File: config.mk
export PLATFORM = sky130hd
export DESIGN_NAME = vram_arbiter
export DESIGN_NICKNAME = d
export VERILOG_FILES = /design/src/rtl/vram_arbiter.sv
export SDC_FILE = /design/constraint.sdc
export NUM_CORES = 1
export LEC_CHECK = 0
export ABC_AREA = 0
export BUFFER_PORTS_ARGS = -buffer_cell sky130_fd_sc_hd__buf_4
export CORE_MARGIN = 4
export CORE_UTILIZATION = 45
export CTS_CLUSTER_SIZE = 40
export DETAILED_ROUTE_END_ITERATION = 8
export GPL_ROUTABILITY_DRIVEN = 0
export PLACE_DENSITY_LB_ADDON = 0.12
export SYNTH_ARGS = -nofsm -noshare
export SYNTH_HDL_FRONTEND = slang
export SYNTH_SLANG_ARGS = --single-unit
export TNS_END_PERCENT = 20
File: constraint.sdc
create_clock -name CLK50MHZ -period 4.55 [get_ports CLK50MHZ]
set_input_delay 0.91 -clock CLK50MHZ [delete_from_list [all_inputs] [get_ports CLK50MHZ]]
set_output_delay 0.91 -clock CLK50MHZ [all_outputs]
set_load 0.02 [all_outputs]
File: src/rtl/vram_arbiter.sv
// VRAM arbiter: shares one synchronous RAM port between VGA fetch and CPU.
// Two-stage tag pipeline routes read data back to the requester.
module vram_arbiter #(
  parameter int ADDR_W   = 17,
  parameter int DATA_W   = 8,
  parameter int MAX_WAIT = 4
) (
  input  logic              CLK50MHZ,
  input  logic              RST,
  input  logic              vga_req,
  input  logic [ADDR_W-1:0] vga_addr,
  output logic              vga_rvalid,
  output logic [DATA_W-1:0] vga_rdata,
  output logic              vga_underrun,
  input  logic              underrun_clr,
  input  logic              cpu_req,
  input  logic              cpu_we,
  input  logic [ADDR_W-1:0] cpu_addr,
  input  logic [DATA_W-1:0] cpu_wdata,
  output logic              cpu_gnt,
  output logic              cpu_rvalid,
  output logic [DATA_W-1:0] cpu_rdata,
  output logic              mem_en,
  output logic              mem_we,
  output logic [ADDR_W-1:0] mem_addr,
  output logic [DATA_W-1:0] mem_wdata,
  input  logic [DATA_W-1:0] mem_rdata
);

  localparam int WW = $clog2(MAX_WAIT + 1);

  typedef enum logic [1:0] {
    T_NONE,
    T_VGA,
    T_CPU_RD,
    T_CPU_WR
  } tag_t;

  logic [WW-1:0] wait_cnt;
  tag_t          s1_tag;
  tag_t          s2_tag;
  tag_t          tag_next;
  logic          forced;
  logic          sel_cpu;
  logic          sel_vga;
  logic          drop_vga;

  always_comb begin
    forced   = cpu_req && (wait_cnt == WW'(MAX_WAIT));
    sel_cpu  = !RST && cpu_req && (forced || !vga_req);
    sel_vga  = !RST && vga_req && !sel_cpu;
    drop_vga = !RST && forced && vga_req;
    tag_next = T_NONE;
    unique case (1'b1)
      sel_cpu: tag_next = cpu_we ? T_CPU_WR : T_CPU_RD;
      sel_vga: tag_next = T_VGA;
      default: tag_next = T_NONE;
    endcase
  end

  assign cpu_gnt = sel_cpu;

  always_ff @(posedge CLK50MHZ) begin
    if (RST) begin
      mem_en       <= 1'b0;
      mem_we       <= 1'b0;
      mem_addr     <= '0;
      mem_wdata    <= '0;
      s1_tag       <= T_NONE;
      s2_tag       <= T_NONE;
      vga_rvalid   <= 1'b0;
      vga_rdata    <= '0;
      cpu_rvalid   <= 1'b0;
      cpu_rdata    <= '0;
      vga_underrun <= 1'b0;
      wait_cnt     <= '0;
    end else begin
      mem_en <= sel_cpu || sel_vga;
      mem_we <= sel_cpu && cpu_we;
      if (sel_cpu) begin
        mem_addr  <= cpu_addr;
        mem_wdata <= cpu_wdata;
      end else if (sel_vga) begin
        mem_addr  <= vga_addr;
      end
      s1_tag <= tag_next;
      s2_tag <= s1_tag;
      vga_rvalid <= (s2_tag == T_VGA);
      cpu_rvalid <= (s2_tag == T_CPU_RD);
      if (s2_tag == T_VGA) vga_rdata <= mem_rdata;
      if (s2_tag == T_CPU_RD) cpu_rdata <= mem_rdata;
      // A forced slot that steals a live VGA request wins over a clear
      if (drop_vga) vga_underrun <= 1'b1;
      else if (underrun_clr) vga_underrun <= 1'b0;
      if (!cpu_req || sel_cpu) wait_cnt <= '0;
      else if (wait_cnt < WW'(MAX_WAIT)) wait_cnt <= wait_cnt + 1'b1;
    end
  end

endmodule
==> metrics.csv <==
metric;value;unit
io_pins;103;
outcome;complete, no violations;
crit_buf_inv;2;
start_util;48.10;%
placed_area;2768;µm²
drt-total-wl;4.896;mm
ys.flop_type;dfxtp_1;
setup_violations;0;
final_area;2869;µm²
cts_max_level;2;
synth_cell_types;28;
relSlewSlack;22.61;%
wl_per_cell;14.07;µm
yosysTopAreaCellShare;53.60;%
met1_usage;20.94;%
cts_resized;0;
rows;23;
grt_usage;17.14;%
rsz0062_at_grt;no;
hold_viol_final;0;
cts_root_buffer;clkbuf_8;
whs;0.4467;ns
synth_warnings;0;
grt_use_met2;28.64;%
die_area;5523;µm²
ys_seq_elements;53;
cpPeakStageDelay;0.53;ns
syn_area_per_cell;9.997;µm²
antenna_found_initial;0;
io_buffers;102;
start_kind;input pin;
use_met3;6.216;%
tns;0;ns
grt_pass1_vias;1643;
powerDensity;323.5;nW/µm²
top_usage_layer;met2;
slew_viol_final;0;
maxCapViolations;0;
hold_buffers;0;
grt_pass1_wl;7.307;mm
tritoncts;yes;
worstSetupPathType;input pin to output pin;
synth_common_cells;53 x dfxtp_1, 32 x nand2_1, 19 x a21oi_1;
cts_setup_buffers;0;
netlist_area;1979;µm²
core_area;4115;µm²
p_total;0.0009281;W
layout_setup_ws;1.439;ns
drc;0;
crit_fanout;35;
drtPass1Iterations;4;
cp_top_family;simple AND/OR/NAND/NOR gates;
grt_overflow;0;
detail-route-antenna-nets;0;
grt_max_degree;36;
critPathArrivalTime;2.20;ns
fin_skew;0.002683;ns
cts_buffers;5;
yosysMostFrequentCell;dfxtp_1;
antenna_cells;0;
first_iter_violations;119;
netlist_top_cells_area;dfxtp_1 54%, a221o_1 8.1%, nand2_1 6.1%, and2_1 5.4%, a21oi_1 4.8%;
clock_latency;0.30;ns
dpl_worst_slack;1.415;ns
hold_class;flip-flop to flip-flop;
clock_sinks;53;
worstPathCellList;buf_4, nand2b_2, nor2_4, buf_4;
fmax;0.3214;GHz
path_clk_slew;0.09;ns
syn-num-nets;256;
post-route-period-util;68.38;%
peakVddDrop;0.0002120;V
endpoint_kind;output pin;
synth-edff-count;0;
worstPathRequired;3.64;ns
cp_slowest_cell;nor2_4;
area_growth;44.94;%
fin_nets;355;
yosys.area.top_type;dfxtp_1;
tightest_slew;1.161;ns
ys_async_sr_fraction;0;%
ys_seq_area_share;53.60;%
vias_per_cell;5.026;
cp_common_cell;buf_4;
finalCriticalPeriod;3.111;ns
dp_hpwl;3.646;mm
syn_inst;198;
leakagePower;1.299;nW
die_x;74.32;µm
drive_above_1_share;41.61;%
num_vias;1749;
die_height;74.32;µm
cts_buffer_depth;2;
==> flip-flops by register name, indices dropped and copies added, names as in the netlist <==
register	flops
mem_we	1
vga_underrun	1
cpu_rdata	8
vga_rvalid	1
mem_en	1
s2_tag	2
s1_tag	2
mem_addr	17
wait_cnt	3
cpu_rvalid	1
mem_wdata	8
vga_rdata	8
==> metrics by stage <==
step	utilization, %	instances
5_1_grt	69.72	348
3_3_place_gp	67.25	340
6_report	69.72	348
4_1_cts	69.72	348
3_5_place_dp	67.25	340
2_1_floorplan	-	198
==> where the power goes <==
group          switching, W  leakage (nW)  total (W)  internal, W
clock network      0.000144        0.0542   0.000282     0.000138
logic             0.0000700         0.810   0.000149    0.0000786
registers         0.0000108         0.435   0.000498     0.000487
==> cell type report <==
type	count	area [µm²]
clock inverters	1	5.005
repair buffers	103	773.2
multi-input cells	131	859.6
well taps	50	62.56
clock buffers	7	96.34
fillers	341	1246
inverters	3	11.26
flip-flops and latches	53	1061
==> cell families (layout without fill, tap and decap cells) <==
| logic type | Yosys count | count (layout) | synth area share (%) |
|---|---|---|---|
| AOI/OAI and AO/OA | 42 | 42 | 16.62 |
| adders and majority gates | 2 | 2 | 1.264 |
| buffers and inverters | 14 | 114 | 2.971 |
| and+or+nand+nor | 79 | 79 | 20.99 |
| muxes | 8 | 8 | 4.551 |
| DFF | 53 | 53 | 53.60 |
==> path summary, 6_finish.rpt <==
kind / from / end / slack (ns) / cells past startpoint
setup / recovery: RST / cpu_gnt / 1.44 / 4
hold / removal: s1_tag[0]$_SDFF_PP0_ / s2_tag[0]$_SDFF_PP0_ / 0.45 / 1
setup reg to reg: wait_cnt[0]$_SDFFE_PP0N_ / mem_addr[5]$_SDFFE_PP0P_ / 2.47 / 4
hold reg to reg: s1_tag[0]$_SDFF_PP0_ / s2_tag[0]$_SDFF_PP0_ / 0.45 / 1
==> routing by layer <==
| metal | part of all wire, % | wire length (µm) | up-vias |
|---|---|---|---|
| met5 | 0 | 0 | - |
| met4 | 1.0 | 51 | 0 |
| met3 | 10 | 498 | 7 |
| met2 | 49 | 2405 | 71 |
| met1 | 40 | 1940 | 792 |
| li1 | - | - | 879 |
==> placed cells by master (no fill, tap or decap), types with 2 or more instances in the layout <==
master / n
a21oi_1: 19
a221o_1: 16
and2_1: 17
buf_4: 103
clkbuf_8: 7
dfxtp_1: 53
ha_1: 2
inv_1: 3
mux2_2: 8
nand2_1: 32
nand2b_1: 6
nand3b_1: 2
nor2_1: 4
nor2b_1: 13
(Power assumes the default switching activity.)
